--- config.mk ---
export PLATFORM = sky130hd
export DESIGN_NAME = eclk_stop_ctrl
export DESIGN_NICKNAME = d
export VERILOG_FILES = /design/src/rtl/eclk_stop_ctrl_pkg.sv /design/src/rtl/eclk_stop_ctrl_seq.sv /design/src/rtl/eclk_stop_ctrl.sv
export SDC_FILE = /design/constraint.sdc
export NUM_CORES = 1
export LEC_CHECK = 0
export ABC_AREA = 1
export BUFFER_PORTS_ARGS = -buffer_cell sky130_fd_sc_hd__buf_2
export CORE_MARGIN = 5
export CORE_UTILIZATION = 58
export CTS_BUF_LIST = sky130_fd_sc_hd__clkbuf_8
export CTS_CLUSTER_DIAMETER = 80
export DETAILED_ROUTE_END_ITERATION = 12
export PLACE_DENSITY_LB_ADDON = 0.08
export SLEW_MARGIN = 40
export SYNTH_ARGS = -nofsm -noshare
export SYNTH_HDL_FRONTEND = slang
export SYNTH_SLANG_ARGS = --single-unit
--- constraint.sdc ---
create_clock -name clk -period 1.8 [get_ports clk]
set_input_delay 0.27 -clock clk [delete_from_list [all_inputs] [get_ports clk]]
set_output_delay 0.27 -clock clk [all_outputs]
set_load 0.02 [all_outputs]
--- src/rtl/eclk_stop_ctrl_pkg.sv ---
// Shared types and default timing for the edge-clock stop/divider-reset sequencer.
// ECLK_STOP_CTRL_DLL_UPD_EN adds the DLL freeze/update states to the state enum.
package eclk_stop_ctrl_pkg;

  localparam int unsigned CW          = 8;
  localparam int unsigned T_STOP_DEF  = 8;
  localparam int unsigned T_DIV_DEF   = 4;
  localparam int unsigned T_UPD_DEF   = 4;
  localparam int unsigned T_START_DEF = 8;

  typedef enum logic [3:0] {
    S_WAIT_LOCK,
    S_HALT,
    S_DIV_RST,
    S_DIV_REL,
`ifdef ECLK_STOP_CTRL_DLL_UPD_EN
    S_FRZ,
    S_UPD,
    S_UNFRZ,
`endif
    S_START,
    S_READY
  } state_t;

endpackage

--- src/rtl/eclk_stop_ctrl_seq.sv ---
// seq_timer: loadable down-counter shared by all timed sequencer states.
// Holds at zero; clr aborts a running interval.
module seq_timer #(
  parameter int unsigned CW = 8
) (
  input  logic          clk,
  input  logic          rst,
  input  logic          clr,
  input  logic          load,
  input  logic [CW-1:0] load_val,
  output logic          zero
);

  logic [CW-1:0] count;

  always_ff @(posedge clk) begin
    if (rst || clr) begin
      count <= '0;
    end else if (load) begin
      count <= load_val;
    end else if (count != '0) begin
      count <= count - 1'b1;
    end
  end

  assign zero = (count == '0);

endmodule

--- src/rtl/eclk_stop_ctrl.sv ---
// Sequencer for ECLK STOP and divider reset so ECLK/SCLK stay phase-aligned.
// Define ECLK_STOP_CTRL_DLL_UPD_EN to include the DLL freeze/update phase.
module eclk_stop_ctrl #(
  parameter int unsigned T_STOP  = eclk_stop_ctrl_pkg::T_STOP_DEF,
  parameter int unsigned T_DIV   = eclk_stop_ctrl_pkg::T_DIV_DEF,
  parameter int unsigned T_UPD   = eclk_stop_ctrl_pkg::T_UPD_DEF,
  parameter int unsigned T_START = eclk_stop_ctrl_pkg::T_START_DEF,
  parameter int unsigned CW      = eclk_stop_ctrl_pkg::CW
) (
  input  logic clk,
  input  logic rst,
  input  logic pll_lock,
  input  logic req,
  output logic stop,
  output logic div_rst,
  output logic freeze,
  output logic uddcntln,
  output logic busy,
  output logic ready,
  output logic done
);
  import eclk_stop_ctrl_pkg::*;

  state_t        state;
  state_t        nxt;
  logic          tmr_load;
  logic          tmr_clr;
  logic          tmr_zero;
  logic [CW-1:0] tmr_val;

  seq_timer #(.CW(CW)) u_timer (
    .clk      (clk),
    .rst      (rst),
    .clr      (tmr_clr),
    .load     (tmr_load),
    .load_val (tmr_val),
    .zero     (tmr_zero)
  );

  // Timer is loaded with T-1 on the entering edge, so a state exits after exactly T cycles.
  always_comb begin
    nxt      = state;
    tmr_load = 1'b0;
    tmr_clr  = 1'b0;
    tmr_val  = '0;
    if (state != S_WAIT_LOCK && !pll_lock) begin
      nxt     = S_WAIT_LOCK;
      tmr_clr = 1'b1;
    end else begin
      case (state)
        S_WAIT_LOCK: if (pll_lock) begin
          nxt = S_DIV_RST; tmr_load = 1'b1; tmr_val = CW'(T_DIV - 1);
        end
        S_HALT: if (tmr_zero) begin
          nxt = S_DIV_RST; tmr_load = 1'b1; tmr_val = CW'(T_DIV - 1);
        end
        S_DIV_RST: if (tmr_zero) begin
          nxt = S_DIV_REL; tmr_load = 1'b1; tmr_val = CW'(T_DIV - 1);
        end
`ifdef ECLK_STOP_CTRL_DLL_UPD_EN
        S_DIV_REL: if (tmr_zero) begin
          nxt = S_FRZ; tmr_load = 1'b1; tmr_val = CW'(T_UPD - 1);
        end
        S_FRZ: if (tmr_zero) begin
          nxt = S_UPD; tmr_load = 1'b1; tmr_val = CW'(T_UPD - 1);
        end
        S_UPD: if (tmr_zero) begin
          nxt = S_UNFRZ; tmr_load = 1'b1; tmr_val = CW'(T_UPD - 1);
        end
        S_UNFRZ: if (tmr_zero) begin
          nxt = S_START; tmr_load = 1'b1; tmr_val = CW'(T_START - 1);
        end
`else
        S_DIV_REL: if (tmr_zero) begin
          nxt = S_START; tmr_load = 1'b1; tmr_val = CW'(T_START - 1);
        end
`endif
        S_START: if (tmr_zero) nxt = S_READY;
        S_READY: if (req) begin
          nxt = S_HALT; tmr_load = 1'b1; tmr_val = CW'(T_STOP - 1);
        end
        default: nxt = S_WAIT_LOCK;
      endcase
    end
  end

  // Outputs decode the next state so they change on the same edge as the state register.
  always_ff @(posedge clk) begin
    if (rst) begin
      state   <= S_WAIT_LOCK;
      stop    <= 1'b1;
      div_rst <= 1'b1;
      busy    <= 1'b1;
      ready   <= 1'b0;
      done    <= 1'b0;
    end else begin
      state   <= nxt;
      stop    <= (nxt != S_START) && (nxt != S_READY);
      div_rst <= (nxt == S_WAIT_LOCK) || (nxt == S_DIV_RST);
      busy    <= (nxt != S_READY);
      ready   <= (nxt == S_READY);
      done    <= (nxt == S_READY) && (state != S_READY);
    end
  end

`ifdef ECLK_STOP_CTRL_DLL_UPD_EN
  always_ff @(posedge clk) begin
    if (rst) begin
      freeze   <= 1'b0;
      uddcntln <= 1'b1;
    end else begin
      freeze   <= (nxt == S_FRZ) || (nxt == S_UPD);
      uddcntln <= (nxt != S_UPD);
    end
  end
`else
  assign freeze   = 1'b0;
  assign uddcntln = 1'b1;
`endif

endmodule

==> impl_metrics.ini, run 1 <==
[routing]
post-route-drc-count = 0
drt_wl_total_um = 1560
wire_per_inst_um = 10.5
drt-vias-per-instance = 5.08
ant_nets = 0
dr.pass1.iters = 4
drt_iter0_markers = 38
num_vias = 757

[clock_tree]
ctsResizeCount = 0
clkSinkCount = 17
insertion_delay_ns = 0.25
clockBufferDepth = 2
cts-root-buf = clkbuf_8
hold_buffers = 0
cts_tree = done
h-tree-depth = 1
cts_buffers = 3
cts_setup_buffers = 0
clkSlewWorstSetupHoldPaths_ns = 0.07

[worst_setup_path]
cp_slowest_cell = dfxtp_1
critPathMaxStageDelay_ns = 0.32
worstPathCellList = inv_1 > ha_1 > nand2_1 > nor2_4 > nand2_1 > nand3_1 > nand2_1 > nand2_1 > nor2_1
rrSetupSlack_ns = 0.31
crit_family = simple AND/OR/NAND/NOR gates
critical_path_required_ns = 1.94
critical_path_arrival_ns = 1.63
cp-end-kind = flop
crit_buf_inv = 1
crit_fanout = 6
crit_path_frequent_cell = nand2_1
cp-start-kind = flop
criticalPathCategory = flop to flop

[pwr]
p_clk_share_pct = 19.6
swShare_pct = 40.8
irDropWorstVdd_v = 0.00116
p_seq_share_pct = 35.5
p_sw_mw = 0.580
power_leakage_nw = 0.514
power_density_nw_per_um2 = 1420
combPwrFrac_pct = 44.9
internal-power_mw = 0.843

[timing]
finalHoldViolations = 0
max_freq_mhz = 671
tns_ns = 0
post-route-min-period_ns = 1.49
rsz0062_at_grt = false
clock_skew_ns = 0.00510
slew_violations = 0
whs_ns = 0.254
period_share_pct = 82.8
finalSetupViolCount = 0

[finish]
fillCellCount = 129
final_layout_size_suffix_gt1_share_pct = 21.1
final_common_cell = nand2_1
final_area_um2 = 1000
nNetsFinal = 140
final_cell_mix = 22 x nand2_1, 17 x nor2_1, 17 x dfxtp_1, 15 x inv_1, 9 x nand3_1
n_antenna_cell = 0
synthToLayoutAreaGrowth_pct = 10.5

[die]
core_area_um2 = 1490
die_w_um = 49.6
rows = 14
dieArea_um2 = 2460
initial_core_util_pct = 61.0
die_y_um = 49.6
ios = 11

[place]
dpl-instance-area_um2 = 957
port_buffers = 8
place_congestion = 0.940
dp_hpwl_um = 1210

[synth]
yosys_warnings = 0
synth.cell_area_um2 = 908
ys_seq_area_share_pct = 37.5
ys_types = 25
avgSynthCellArea_um2 = 7.45
yosys-top-cells-area = dfxtp_1 37%, nand2_1 9.1%, nor2_1 7.0%
yosys_register_bits = 17
netlist.area_leader.share_pct = 37.5
synthCells = 122
synth_top_area_cell = dfxtp_1

[global_route]
grt_overflow = 0
grt_pass1_vias = 688
grt_usage_pct = 13.9
grt_max_degree = 11
antenna_found_initial = 0
grt_pass1_wl_um = 2770

[run]
drv_cap = 0

[min_path]
hold_path_class = input pin to flop

[outcome]
status = finished, final reports clean
[sequential cells by signal, summed over array words and instances, names as in the netlist]
name,flops
done,1
u_timer.count,8
busy,1
ready,1
div_rst,1
state,4
stop,1
[cell usage after synthesis (all sizes together)]
cell and number:
nor3 1, o211ai 1, and2 1, conb 2
nand2 25, buf 2, o21ai 3, nand4 4
ha 2, o21bai 1, a21oi 5, inv 19
nor2 24, dfxtp 17, xor2 2, xnor2 2
or2 1, nand3 10
[routing by layer]
layer  wire length, um  up-vias  global-route usage [%]
li1                  -      398                       -
met4                10        0                    5.68
met5                 0        -                       0
met2               663       31                    19.9
met1               741      326                    18.6
met3               143        2                    4.82
[metrics by stage]
| stage | util, % | std cells | worst slack [ns] | total power [mW] |
|---|---|---|---|---|
| 6_report | 67.4 | 149 | 0.310 | 1.42 |
| 5_1_grt | 67.4 | 149 | 0.167 | 1.55 |
| 4_1_cts | 67.4 | 149 | 0.303 | 1.43 |
| 3_5_place_dp | 64.3 | 145 | 0.315 | 1.15 |
| 3_3_place_gp | 64.3 | 145 | 0.346 | 1.14 |
| 2_1_floorplan | - | 123 | 0.493 | 1.03 |
[worst register-to-register path, stage by stage, from the launching register on]
cell	delay, ns
dfxtp_1	0.32
inv_1	0.11
ha_1	0.15
nand2_1	0.09
nor2_4	0.20
nand2_1	0.07
nand3_1	0.11
nand2_1	0.12
nand2_1	0.14
nor2_1	0.07
[cells by family (layout without fill, tap and decap cells)]
logic type                 after synthesis  in the layout  share of synthesized area, %
adders and majority gates                2              2                          2.75
DFF                                     17             17                          37.5
other                                    2              3                         0.827
xor gates and xnor gates                 4              4                          3.86
AOI/OAI and AO/OA                       10             10                          6.06
and+or+nand+nor                         66             66                          39.5
buffers and inverters                   21             31                          9.50
[power groups by stage]
stage	Sequential (mW)	Combinational, mW	Clock [mW]
after floorplan	0.497	0.537	0
after global placement	0.511	0.627	0
after detailed placement	0.511	0.634	0
after CTS	0.503	0.638	0.287
after global routing	0.513	0.726	0.309
final	0.505	0.639	0.278
[final cells by class]
cell class | count | area (um2) | area share [%]
multi-input cells | 85 | 485 | 48.4
flip-flops and latches | 17 | 340 | 33.9
inverters | 19 | 71.3 | 7.11
clock buffers | 3 | 41.3 | 4.11
repair buffers | 8 | 40.0 | 3.99
well taps | 16 | 20.0 | 2.00
clock inverters | 1 | 5.00 | 0.499
[path summary, 6_finish.rpt]
check / startpoint / to / cells after the start
worst max-delay path: u_timer.count[0] / u_timer.count[4] / 9
worst min-delay path: rst / state[0] / 2
worst max register to register: u_timer.count[0] / u_timer.count[4] / 9
worst min register to register: u_timer.count[5] / u_timer.count[5] / 2
Note: power is estimated with default switching activity, not from simulation.
==> run 2: changes to the inputs <==
ABC_AREA = 0   (was 1)
CORE_UTILIZATION = 59   (was 58)
clock period = 1.45 ns   (was 1.8 ns; I/O delays follow)
==> run 2 against run 1 <==
  * The flow now finishes with violations (negative setup slack)
  * Sequential cell count unchanged
  * Utilization up 16 points
  * Clock power up 24%
  * Maximum frequency down 9.5%
  * Sequential power grew 44%
  * Die area grew 0.16%
  * Clock-buffer cell count unchanged
  * Largest power group unchanged
  * Highest routed layer unchanged
==> impl_metrics.ini, run 2 <==
[place]
pre_cts_ws_ns = -0.182
dp.cells = 139
dp_hpwl_um = 1610
place_congestion = 0.898
port_buffers = 8
dpl-instance-area_um2 = 1150

[die]
die_w_um = 49.6
initial_core_util_pct = 62.2
rows = 14
ios = 11
dieArea_um2 = 2460
die_y_um = 49.6
core_area_um2 = 1490

[finish]
final_core_util_pct = 83.4
final_common_cell = buf_4
top_regs = u_timer.count (8), state (4)
layout.cells.non_filler = 144
n_antenna_cell = 0
largest_reg_flops = 8
final_area_um2 = 1240
synthToLayoutAreaGrowth_pct = 34.1
top_register = u_timer.count
final_layout_size_suffix_gt1_share_pct = 43.0
nNetsFinal = 135
final_cell_mix = 19 x buf_4, 13 x dfxtp_1, 8 x buf_2, 6 x nand2_1, 6 x a21oi_1

[timing]
post-route-min-period_ns = 1.65
finalHoldViolations = 0
finalSetupViolCount = 16
max-slew-margin-rel_pct = 66.2
timing.final.ws_setup_ns = -0.197
rsz0062_at_grt = true
slew_violations = 0
clock_skew_ns = 0.00602
max_freq_mhz = 607
tightestPinTransition_ns = 0.503
period_share_pct = 114

[worst_setup_path]
cp_slowest_cell = a2111oi_4
critical_path_arrival_ns = 1.84
critPathMaxStageDelay_ns = 0.40
cp-start-kind = flop
crit_fanout = 5
critical_path_required_ns = 1.64
criticalPathCategory = flop to flop
cp-end-kind = flop
worstPathCellList = inv_2 > ha_4 > nor3b_4 > buf_4 > and2_4 > a2111oi_4 > o211a_1

[pwr]
irDropWorstVdd_v = 0.00135
p_seq_share_pct = 24.3
power_density_nw_per_um2 = 2410
swShare_pct = 40.6
p_sw_mw = 1.22
combPwrFrac_pct = 64.2
power_leakage_nw = 0.529
internal-power_mw = 1.78
p_clk_share_pct = 11.5
finalPower_mw = 2.99

[synth]
synthCells = 100
synth.cell_area_um2 = 926
yosys_register_bits = 17
yosys-top-cells-area = dfxtp_1 37%, a21oi_1 3.8%, nor3_1 3.8%
yosys_warnings = 0
synth_edf_count = 0
synth_top_area_cell = dfxtp_1
synth_top_flop_cell = dfxtp_1
avgSynthCellArea_um2 = 9.26
netlist.area_leader.share_pct = 36.8
ys_seq_area_share_pct = 36.8
ys_types = 39
synth_most_common_cell = dfxtp_1
ys_top_cells_by_count = 17 x dfxtp_1, 7 x a21oi_1, 7 x inv_1, 7 x nor3_1, 6 x nand2_1
async_flop_share_pct = 0

[clock_tree]
insertion_delay_ns = 0.25
cts_tree = done
clkSinkCount = 17
clkSlewWorstSetupHoldPaths_ns = 0.07
cts_buffers = 3
clockBufferDepth = 2
hold_buffers = 0
cts-root-buf = clkbuf_8
h-tree-depth = 1

[global_route]
antenna_found_initial = 0
grt_overflow = 0
grt_usage_pct = 19.8
grt_pass1_wl_um = 3910
grt_pass1_vias = 867
grt_max_degree = 13

[routing]
dr.pass1.iters = 4
num_vias = 812
drt_wl_total_um = 2180
drt_iter0_markers = 20
wire_per_inst_um = 15.2
drt-vias-per-instance = 5.64
ant_nets = 0
post-route-drc-count = 0

[run]
drv_cap = 0

[outcome]
violations = negative setup slack
status = finished with violations

[min_path]
hold_path_class = input pin to flop
==> run 2: changes by cell type in the layout (fill, tap and decap cells not counted), sizes merged, moves of 3 or more <==
| cell | previous run | this run |
|---|---|---|
| nor2b | 0 | 4 |
| inv | 19 | 7 |
| nand2 | 25 | 6 |
| buf | 8 | 27 |
| nor3 | 1 | 7 |
| nand4 | 4 | 1 |
| nor2 | 24 | 4 |
| nand3 | 10 | 3 |
| mux2i | 0 | 3 |
==> run 2: final timing paths <==
kind,start,endpoint,slack (ns),depth (start not counted)
max reg2reg,u_timer.count[1],done,-0.20,7
min reg2reg,u_timer.count[6],u_timer.count[6],0.64,2
min,rst,state[2],0.20,2
max,u_timer.count[1],done,-0.20,7
==> run 2: power groups by stage <==
| stage | Sequential (mW) | Clock [mW] | Combinational [mW] |
|---|---|---|---|
| floorplan | 0.730 | 0 | 1.17 |
| global placement | 0.723 | 0 | 1.66 |
| detailed placement | 0.730 | 0 | 1.71 |
| CTS | 0.722 | 0.356 | 1.84 |
| global route | 0.743 | 0.390 | 2.08 |
| finish | 0.728 | 0.345 | 1.92 |
==> run 2: repair_timing <==
| item | in CTS | in global routing |
|---|---|---|
| hold endpoints to repair | 0 | 0 |
| cloned | 0 | 0 |
| resized for setup | 8 | 2 |
| pin swaps | 4 | 1 |
| buffers inserted | 0 | 1 |
| setup endpoints to repair | 16 | 16 |
==> run 2: critical path, delay by kind of cell (launching register included) <==
family	cells	cell delay [ns]
AOI/OAI and AO/OA	2	0.61
adders and majority gates	1	0.15
and+or+nand+nor	2	0.30
buffers and inverters	2	0.19
DFF	1	0.34
==> run 2: final cells by class <==
type	count	area [um2]
Clock buffer	3	41.3
Clock inverter	1	5.00
Fill cell	99	248
Inverter	7	26.3
Multi-Input combinational cell	73	621
Sequential cell	17	345
Tap cell	16	20.0
Timing Repair Buffer	27	183
==> run 2: layer usage <==
metal / up-vias / GRT usage (%) / part of all wire [%]
li1: 404 / - / -
met2: 18 / 35.8 / 55
met3: 4 / 3.01 / 2.6
met1: 386 / 22.8 / 41
met5: - / 0 / 0
met4: 0 / 7.86 / 1.3
==> run 2: stage by stage <==
stage | hold WS, ns | TNS [ns]
after floorplan | 0.310 | -0.637
after global placement | 0.445 | -1.38
after detailed placement | 0.454 | -1.88
after CTS | 0.191 | -2.36
after global routing | 0.192 | -3.93
final | 0.197 | -1.94
==> run 2: logic make-up (layout without fill, tap and decap cells) <==
logic type | count (synthesis) | in the layout | synth area share [%]
other cells | 2 | 3 | 0.811
flops | 17 | 17 | 36.8
mux | 3 | 3 | 3.24
simple gates | 38 | 38 | 25.9
buf+inv | 11 | 38 | 5.27
fa+ha+maj | 2 | 2 | 2.70
compound gates | 22 | 22 | 20.5
xor+xnor | 5 | 5 | 4.73
==> run 3: changes to the inputs <==
MAX_ROUTING_LAYER = met4   (was not set)
==> run 3 against run 2 <==
  * The flow still finishes with violations (negative setup slack)
  * Clock skew is 0.0036 ns lower
  * First-iteration DRC count rose by 35%
  * Sequential share of layout area fell by 0.47 points
  * Utilization increased by 1.4 points
  * Sequential power increased by 0.7%
  * Combinational power barely moved
  * Sequential cell count unchanged
  * Highest routed layer unchanged
==> impl_metrics.ini, run 3 (synthesis results as in run 2) <==
[routing]
num_vias = 850
ant_nets = 0
drt_iter0_markers = 27
drt-vias-per-instance = 5.82
drt_wl_total_um = 2300
dr.pass1.iters = 4
wire_per_inst_um = 15.7
post-route-drc-count = 0

[timing]
finalSetupViolCount = 16
max-slew-margin-rel_pct = 66.5
tightestPinTransition_ns = 0.498
whs_ns = 0.238
slew_violations = 0
clock_skew_ns = 0.00245
max_freq_mhz = 600
period_share_pct = 115
rsz0062_at_grt = true
tns_ns = -2.33
post-route-min-period_ns = 1.67
finalHoldViolations = 0
timing.final.ws_setup_ns = -0.216

[pwr]
irDropWorstVdd_v = 0.00160
power_leakage_nw = 0.552
power_density_nw_per_um2 = 2410
finalPower_mw = 3.04

[finish]
final_common_cell = buf_4
top_register = u_timer.count
synthToLayoutAreaGrowth_pct = 36.4
top_regs = u_timer.count (8), state (4)
nNetsFinal = 137
final_layout_size_suffix_gt1_share_pct = 45.4
largest_reg_flops = 8
layout.cells.non_filler = 146
final_core_util_pct = 84.8
final_area_um2 = 1260
final_cell_mix = 21 x buf_4, 13 x dfxtp_1, 8 x buf_2, 6 x a21oi_1
n_antenna_cell = 0
fillCellCount = 90

[place]
dpl-instance-area_um2 = 1150
dp_hpwl_um = 1610
pre_cts_ws_ns = -0.172
dp.cells = 139
port_buffers = 8
place_congestion = 0.912

[global_route]
grt_usage_pct = 22.2
grt_pass1_vias = 876
grt_max_degree = 13
grt_overflow = 0
grt_pass1_wl_um = 4110
antenna_found_initial = 0

[worst_setup_path]
criticalPathCategory = flop to flop
cp-end-kind = flop
critical_path_required_ns = 1.66
cp-start-kind = flop
crit_fanout = 5
critical_path_arrival_ns = 1.87

[clock_tree]
insertion_delay_ns = 0.26
clkSlewWorstSetupHoldPaths_ns = 0.07
cts-root-buf = clkbuf_8
clockBufferDepth = 2
clkSinkCount = 17
h-tree-depth = 1
cts_buffers = 3
hold_buffers = 0
cts_tree = done

[min_path]
hold_path_class = input pin to flop

[die]
core_area_um2 = 1490
initial_core_util_pct = 62.2
rows = 14
die_w_um = 49.6
dieArea_um2 = 2460
die_y_um = 49.6
ios = 11

[outcome]
violations = negative setup slack
status = finished with violations

[run]
drv_cap = 0
==> run 3: final cells by class <==
type                            count  area [um2]  share of cell area (%)
Multi-Input combinational cell     73         627                    49.7
Sequential cell                    17         345                    27.4
Timing Repair Buffer               29         198                    15.7
Clock buffer                        3        41.3                    3.27
Inverter                            7        26.3                    2.08
Tap cell                           16        20.0                    1.59
Clock inverter                      1        5.00                   0.396
==> run 3: critical path: stages, from the launching register on <==
cell,delay [ns]
dfxtp_2,0.33
inv_2,0.07
ha_4,0.12
nor3b_4,0.25
nand4_2,0.15
a2111oi_4,0.39
buf_4,0.19
and2_1,0.11
==> run 3: metal layers <==
| layer | wire length (um) | share of wire [%] | up-vias | global-route usage, % |
|---|---|---|---|---|
| met5 | 0 | 0 | - | - |
| met4 | 60 | 2.6 | 0 | 11.4 |
| met3 | 109 | 4.7 | 8 | 6.33 |
| met2 | 1250 | 55 | 29 | 36.0 |
| met1 | 872 | 38 | 402 | 24.6 |
| li1 | - | - | 411 | - |
==> run 3: final timing paths <==
check / cells after the start / slack (ns) / to / from
worst min register to register: 2 / 0.65 / u_timer.count[7] / u_timer.count[7]
worst max-delay path: 7 / -0.22 / ready / u_timer.count[1]
worst max register to register: 7 / -0.22 / ready / u_timer.count[1]
worst min-delay path: 2 / 0.24 / state[1] / pll_lock
==> run 3: timing repair <==
item | 4_1_cts | 5_1_grt
resized for setup | 9 | 2
pin swaps | 4 | 3
endpoints found under the hold margin | 0 | 0
setup endpoints to repair | 16 | 16
buffers inserted | 1 | 2
==> run 3: power by group <==
group	leakage (nW)	switching [mW]	internal, mW
clock network	0.0255	0.173	0.191
logic	0.387	0.953	0.990
registers	0.140	0.140	0.593
